**src/rtl/fir_pkg.sv**
```systemverilog
// Shared sample type and width constant for the FIR filter / decimator chain.
package fir_pkg;

  localparam int DEFAULT_DATA_WIDTH = 16;

  typedef logic signed [DEFAULT_DATA_WIDTH-1:0] sample_t;

  // A counter for M phases needs at least one bit, even when M is 1.
  function automatic int phaseWidth(input int m);
    return (m > 1) ? $clog2(m) : 1;
  endfunction

endpackage

```
**src/rtl/sync_fifo.sv**
```systemverilog
// Register-based synchronous FIFO with wrapping pointers and an explicit occupancy count.
module sync_fifo #(
  parameter int WIDTH = 16,
  parameter int DEPTH = 8
) (
  input  logic                     clk,
  input  logic                     reset,
  input  logic                     wr_en,
  input  logic [WIDTH-1:0]         wr_data,
  input  logic                     rd_en,
  output logic [WIDTH-1:0]         rd_data,
  output logic                     empty,
  output logic                     full,
  output logic [$clog2(DEPTH):0]   level
);

  localparam int AW = $clog2(DEPTH);
  localparam logic [AW:0] FULL_LEVEL = (AW+1)'(DEPTH);

  logic [WIDTH-1:0] mem_q [DEPTH];
  logic [AW-1:0]    wrPtr_q, wrPtr_d;
  logic [AW-1:0]    rdPtr_q, rdPtr_d;
  logic [AW:0]      level_q, level_d;
  logic             doRd, doWr;

  assign empty   = (level_q == '0);
  assign full    = (level_q == FULL_LEVEL);
  assign level   = level_q;
  assign rd_data = empty ? '0 : mem_q[rdPtr_q];

  // A write into a full FIFO is only legal when the head leaves in the same cycle.
  always_comb begin
    doRd    = rd_en && !empty;
    doWr    = wr_en && (!full || doRd);
    wrPtr_d = wrPtr_q;
    rdPtr_d = rdPtr_q;
    level_d = level_q;
    if (doWr) wrPtr_d = wrPtr_q + AW'(1);
    if (doRd) rdPtr_d = rdPtr_q + AW'(1);
    if (doWr && !doRd) level_d = level_q + (AW+1)'(1);
    else if (doRd && !doWr) level_d = level_q - (AW+1)'(1);
  end

  always_ff @(posedge clk) begin
    if (reset) begin
      wrPtr_q <= '0;
      rdPtr_q <= '0;
      level_q <= '0;
    end else begin
      wrPtr_q <= wrPtr_d;
      rdPtr_q <= rdPtr_d;
      level_q <= level_d;
    end
  end

  always_ff @(posedge clk) begin
    if (doWr) mem_q[wrPtr_q] <= wr_data;
  end

endmodule

```
**src/rtl/sample_decimator.sv**
```systemverilog
// Keeps one valid sample in DECIM_FACTOR and buffers the kept samples for a
// ready/valid consumer, flagging any kept sample lost to a full buffer.
module sample_decimator
  import fir_pkg::*;
#(
  parameter int DATA_WIDTH   = DEFAULT_DATA_WIDTH,
  parameter int DECIM_FACTOR = 4,
  parameter int FIFO_DEPTH   = 8
) (
  input  logic                          clk,
  input  logic                          reset,
  input  logic signed [DATA_WIDTH-1:0]  x,
  input  logic                          x_valid,
  output logic signed [DATA_WIDTH-1:0]  y,
  output logic                          y_valid,
  input  logic                          y_ready,
  output logic [$clog2(FIFO_DEPTH):0]   level,
  output logic                          overflow
);

  localparam int PHASE_W = phaseWidth(DECIM_FACTOR);
  localparam logic [PHASE_W-1:0] LAST_PHASE = PHASE_W'(DECIM_FACTOR - 1);

  logic [PHASE_W-1:0] phase_q, phase_d;
  logic               overflow_q, overflow_d;
  logic               keep, pop, push;
  logic               fifoEmpty, fifoFull;
  logic [DATA_WIDTH-1:0] fifoRdData;

  assign y_valid  = !fifoEmpty;
  assign y        = fifoRdData;
  assign overflow = overflow_q;

  // A kept sample that meets a full buffer is dropped unless the head pops now.
  always_comb begin
    keep       = x_valid && (phase_q == '0);
    pop        = y_valid && y_ready;
    push       = keep && (!fifoFull || pop);
    overflow_d = overflow_q | (keep && fifoFull && !pop);
    phase_d    = phase_q;
    if (x_valid) phase_d = (phase_q == LAST_PHASE) ? '0 : phase_q + PHASE_W'(1);
  end

  always_ff @(posedge clk) begin
    if (reset) begin
      phase_q    <= '0;
      overflow_q <= 1'b0;
    end else begin
      phase_q    <= phase_d;
      overflow_q <= overflow_d;
    end
  end

  sync_fifo #(
    .WIDTH (DATA_WIDTH),
    .DEPTH (FIFO_DEPTH)
  ) u_fifo (
    .clk     (clk),
    .reset   (reset),
    .wr_en   (push),
    .wr_data (x),
    .rd_en   (pop),
    .rd_data (fifoRdData),
    .empty   (fifoEmpty),
    .full    (fifoFull),
    .level   (level)
  );

endmodule

```
**config.mk**
```make
export PLATFORM = sky130hd
export DESIGN_NAME = sample_decimator
export DESIGN_NICKNAME = d
export VERILOG_FILES = /design/src/rtl/fir_pkg.sv /design/src/rtl/sync_fifo.sv /design/src/rtl/sample_decimator.sv
export SDC_FILE = /design/constraint.sdc
export NUM_CORES = 1
export LEC_CHECK = 0
export BUFFER_PORTS_ARGS = -buffer_cell sky130_fd_sc_hd__buf_2
export CORE_MARGIN = 4
export CORE_UTILIZATION = 64
export DETAILED_ROUTE_END_ITERATION = 10
export PLACE_DENSITY = 0.84
export SLEW_MARGIN = 5
export SYNTH_ARGS = -nofsm -noshare
export SYNTH_HDL_FRONTEND = slang
export SYNTH_SLANG_ARGS = --single-unit
```
**constraint.sdc**
```tcl
create_clock -name clk -period 4.2 [get_ports clk]
set_input_delay 0.84 -clock clk [delete_from_list [all_inputs] [get_ports clk]]
set_output_delay 0.84 -clock clk [all_outputs]
set_load 0.005 [all_outputs]
```
==> results.cfg, run 1 <==
[synth]
synthDistinctLibCells = 34
synth_most_common_cell = edfxtp_1
synth_edf_count = 128
ys_seq_area_frac = 0.729
syn_nets = 323
syn_area_per_cell_um2 = 19.4
synthTopCellsByArea = edfxtp_1 (67%), mux4_2 (13%), dfxtp_1 (5.6%)
synth_common_cells = edfxtp_1 (128), nor2_1 (37), mux4_2 (32), mux2i_1 (20), dfxtp_1 (16)
ys_dominant_reg_cell = edfxtp_1
postSynthCellCount = 295
async_reset_ff_frac = 0
ys_warn_count = 0
syn_area_um2 = 5720
synth_top_area_frac = 0.673
postSynthRegisterBits = 144
synth_top_area_cell = edfxtp_1

[critical_path]
worst_ep_arrival_time_ns = 2.33
cp_slowest_cell = mux4_2
reg2reg_depth = 11
cp.required_ns = 3.36
end_kind = output port
cp_cell_sequence = buf_4, mux4_2, mux2i_1, nor2_1, buf_2
critical_path.max_fanout = 14
cp_slowest_stage_delay_ns = 0.55
crit_type = reg2out
start_kind = register

[sta]
final_max_slew_viol_count = 0
rsz0062_at_grt = no
hold_violations = 0
max_freq_ghz = 0.315
finalCriticalPeriod_ns = 3.17
setup_viol = 0
hold_slack_ns = 0.503
slew_headroom = 0.237
skew_ns = 0.00858
tns_ns = 0
worstMarginPinSlew_ns = 1.14
period_share = 0.755

[floorplanning]
dieArea_um2 = 10500
die_h_um = 103
chipWidth_um = 103
io_pins = 42
coreArea_um2 = 8720
fp-row-count = 34
initial_core_util = 0.655

[route]
ant_nets = 0
drt-total-wl_um = 10900
wl_met2_um = 5940
met3WireLength_um = 620
detail_route.vias_per_cell = 6.08
wire_per_inst_um = 23.1
dr.pass1.iters = 4
drc = 0
drtIter0Drc = 127
wl_met1_um = 4180
vias = 2877
routed.top_layer = met4

[flow_run]
maxCapViolCount = 0

[clock_network]
clockRootBuffer = clkbuf_8
cts_made_buffers = 17
cts_tree = done
ctsLongestPathBuffers = 2
cts_resized = 0
ctsHoldBuffers = 0
worst_skew_pair.late_latency_ns = 0.51
postCtsSetupBuffers = 0
clock_sinks = 144
path_clk_slew_ns = 0.06
htreeDepth = 4

[power]
p_leak_nw = 2.29
power_density_nw_per_um2 = 641
ir_worst_vdd_mv = 0.496

[global_route]
grt_max_degree = 33
antenna_found_initial = 0
first_global_vias = 2943
grt_use_total = 0.228
grt_pass1_wl_um = 16600
overflow = 0

[place]
io_buffer_count = 41
place_inst = 441
hpwl_um = 6020
gp_congestion = 0.719

[layout]
fin_nets = 380
num_antenna_cells = 0
area_growth_pct = 17.3
fin_cells = 473
layout-drive-gt1-share = 0.348

[run_status]
status = complete, no violations

[min_path]
worstHoldPathCells = 2
min_path_type = reg2reg
routing by layer:
| layer | global-route usage | vias to the layer above |
|---|---|---|
| met2 | 0.383 | 93 |
| met3 | 0.0616 | 12 |
| li1 | - | 1283 |
| met5 | 0 | - |
| met4 | 0.0848 | 0 |
| met1 | 0.287 | 1489 |
final cells by class:
cell class	count	area (µm²)
Inverter	5	21.3
Fill cell	471	2020
Sequential cell	144	4170
Tap cell	108	135
Clock buffer	20	425
Timing Repair Buffer	52	288
Clock inverter	12	208
Multi-Input combinational cell	132	1460
metrics by stage:
stage               setup slack, ns  total power [mW]  area, µm²  utilization
global route                  0.845              4.50       6700        0.769
detailed placement             1.20              2.75       6070        0.696
floorplan                      1.28              2.47       5720            -
global placement               1.24              2.72       6070        0.696
CTS                           0.959              4.34       6700        0.769
finish                         1.03              4.30       6700        0.769
kinds of logic after synthesis:
kind of cell / synth area share
buffers and inverters: 0.0193
AND/OR/NAND/NOR: 0.0484
XOR/XNOR: 0.0105
flip-flops: 0.729
AO/OA/AOI/OAI: 0.0114
adder cells (fa/ha/maj): 0.0188
multiplexers: 0.163
placed cells by master (no fill, tap or decap), types with 2 or more instances in the layout:
cell type   instances
edfxtp_1          128
buf_2              41
nor2_1             37
mux4_2             32
mux2i_1            20
clkbuf_16          16
dfxtp_1            15
buf_4              11
ha_1                7
bufinv_16           5
inv_1               4
nand3_1             4
nor3_2              4
xor2_1              4
nand2_1             3
a21oi_1             3
clkbuf_1            3
clkinvlp_4          3
a31oi_1             2
inv_6               2
clkinv_4            2
report_power, final:
group	internal [mW]	leakage (nW)	switching (mW)
combinational	0.482	0.703	0.513
sequential	1.64	1.29	0.0773
clock	1.03	0.296	0.551
total	3.15	2.29	1.14
registers in the layout (all words and copies together) (netlist names), named ones only:
signal	count
overflow	1
phase_q	2
u_fifo.level	4
u_fifo.mem_q	128
u_fifo.rdPtr_q	3
u_fifo.wrPtr_q	3
worst max-delay path: cells and delay by family (launching register included):
kind	cells	cell delay, ns
muxes	2	0.72
buffers and inverters	2	0.50
and+or+nand+nor	1	0.06
DFF	1	0.54
worst paths after layout:
path / to / start / slack (ns)
worst max register to register: u_fifo.level[3]$_SDFFE_PP0P_ / u_fifo.level[0]$_SDFFE_PP0P_ / 1.31
worst min-delay path: u_fifo.rdPtr_q[1]$_SDFFE_PP0N_ / u_fifo.rdPtr_q[1]$_SDFFE_PP0N_ / 0.50
worst min register to register: u_fifo.rdPtr_q[1]$_SDFFE_PP0N_ / u_fifo.rdPtr_q[1]$_SDFFE_PP0N_ / 0.50
worst max-delay path: y[11] / register / 1.03
Note: power is estimated with default switching activity, not from simulation.
==> inputs of run 2 (changes only) <==
Settings changed: ABC_AREA from default to 1, CORE_UTILIZATION 64 to 54, PLACE_DENSITY 0.84 to 0.75.
Clock period 4.2 ns to 2.8 ns, I/O delays scaled along.
==> results.cfg, run 2 <==
[run_status]
status = complete, no violations

[global_route]
grt_pass1_wl_um = 19500
grt_max_degree = 50
overflow = 0
grt_use_total = 0.200
antenna_found_initial = 0
first_global_vias = 3839

[sta]
tns_ns = 0
period_share = 0.898
worstMarginPinSlew_ns = 0.416
rsz0062_at_grt = no
setup_viol = 0
max_freq_ghz = 0.398
slew_headroom = 0.722
skew_ns = 0.00769
hold_violations = 0
finalCriticalPeriod_ns = 2.51
setup_slack_ns = 0.287
final_max_slew_viol_count = 0

[clock_network]
clock_sinks = 144
path_clk_slew_ns = 0.06
ctsHoldBuffers = 0
worst_skew_pair.late_latency_ns = 0.52
ctsLongestPathBuffers = 2
clockRootBuffer = clkbuf_8
cts_tree = done
htreeDepth = 4
cts_resized = 0
cts_made_buffers = 17
postCtsSetupBuffers = 0

[place]
gp_congestion = 0.767
hpwl_um = 7100
pre_cts_ws_ns = 0.334
io_buffer_count = 41

[critical_path]
reg2reg_depth = 15
r2r_end = u_fifo.level[3]$_SDFFE_PP0P_
timing.rr.start = phase_q[0]$_SDFFE_PP0P_
crit_type = reg2out
cp.required_ns = 2.24
start_kind = register
reg2reg_slack_ns = 0.51
critical_path.max_fanout = 49
worst_ep_arrival_time_ns = 1.95
end_kind = output port

[synth]
async_reset_ff_frac = 0
synthDistinctLibCells = 24
synth_top_area_frac = 0.650
synth_edf_count = 128
postSynthRegisterBits = 144
ys_dominant_reg_cell = edfxtp_1
synth_common_cells = nor2_1 (162), edfxtp_1 (128), o21ai_0 (51), nand2_1 (38), o21ai_1 (34)
ys_seq_area_frac = 0.704
ys_warn_count = 0
syn_area_per_cell_um2 = 11.4
postSynthCellCount = 520
syn_nets = 548
synth_most_common_cell = nor2_1
synth_top_area_cell = edfxtp_1
synthTopCellsByArea = edfxtp_1 (65%), nor2_1 (10%), dfxtp_1 (5.4%)
syn_area_um2 = 5910

[layout]
fin_nets = 604
area_growth_pct = 15.9
layout_common_cells = nor2_1 (162), edfxtp_1 (128), o21ai_0 (51)
num_antenna_cells = 0
regArea_um2 = 4170
final_common_cell = nor2_1
fill_cells = 765
top_register = u_fifo.mem_q
multi_input_area_um2 = 1510
layout-drive-gt1-share = 0.170
fin_util = 0.652
largest_register_ffs = 128

[min_path]
min_path_type = in2reg
holdPathEnd = u_fifo.mem_q[2][8]$_DFFE_PP_
worstHoldPathCells = 1
min_from = x[8]

[power]
p_total_mw = 6.22
ir_worst_vdd_mv = 0.601
p_leak_nw = 2.58
power_density_nw_per_um2 = 907

[route]
drc = 0
wl_met1_um = 5040
ant_nets = 0
routed.top_layer = met4
wire_per_inst_um = 16.5
drt-total-wl_um = 12000
met3WireLength_um = 711
detail_route.vias_per_cell = 5.36
dr.pass1.iters = 5
vias = 3878
wl_met2_um = 6030
drtIter0Drc = 341

[flow_run]
maxCapViolCount = 0

[floorplanning]
io_pins = 42
initial_core_util = 0.563
coreArea_um2 = 10500
dieArea_um2 = 12700
fp-row-count = 37
chipWidth_um = 113
die_h_um = 113
## run 2: power by group
group	switching, mW	internal, mW	total (mW)	leakage [nW]
Sequential	0.0693	2.45	2.52	1.29
Combinational	1.01	0.594	1.60	1.02
Clock	0.844	1.26	2.10	0.271
## run 2: logic make-up after synthesis
group / Yosys count / synth area share
compound gates: 95 / 0.0804
xor+xnor: 4 / 0.00592
fa+ha+maj: 8 / 0.0182
buf+inv: 42 / 0.0404
flops: 144 / 0.704
simple gates: 227 / 0.151
## run 2: metrics by stage
| step | hold WS [ns] | area [µm²] | cells |
|---|---|---|---|
| floorplan | 0.451 | 5910 | 520 |
| global placement | 0.452 | 6300 | 693 |
| detailed placement | 0.487 | 6300 | 693 |
| CTS | 0.285 | 6850 | 724 |
| global route | 0.297 | 6850 | 724 |
| finish | 0.299 | 6850 | 724 |
## run 2: cell type report
| cell class | count | area share |
|---|---|---|
| Clock buffer | 17 | 0.0604 |
| Clock inverter | 14 | 0.0208 |
| Inverter | 17 | 0.00931 |
| Multi-Input combinational cell | 334 | 0.220 |
| Sequential cell | 144 | 0.608 |
| Tap cell | 136 | 0.0248 |
| Timing Repair Buffer | 62 | 0.0566 |
## run 2: critical path, cell delays in order, from the launching register on
cell and delay, ns:
dfxtp_1 0.35, buf_12 0.24, inv_2 0.20, nor2_1 0.14, o21ai_1 0.07, nand3_1 0.08
nand2_1 0.06, nor2_1 0.14, buf_2 0.14
## run 2: metal layers
layer | global-route usage | vias to the layer above
li1 | - | 1904
met1 | 0.253 | 1827
met2 | 0.335 | 125
met3 | 0.0474 | 22
met4 | 0.0777 | 0
met5 | 0 | -
## run 2: worst max path at each step
stage	slack (ns)	endpoint	start
2_1_floorplan	0.62	u_fifo.mem_q[0][0]$_DFFE_PP_	y_ready
3_3_place_gp	0.42	u_fifo.level[3]$_SDFFE_PP0P_	y_ready
3_5_place_dp	0.33	u_fifo.level[3]$_SDFFE_PP0P_	y_ready
4_1_cts	0.24	y[13]	register
5_1_grt	0.13	y[4]	register
6_report	0.29	y[4]	register
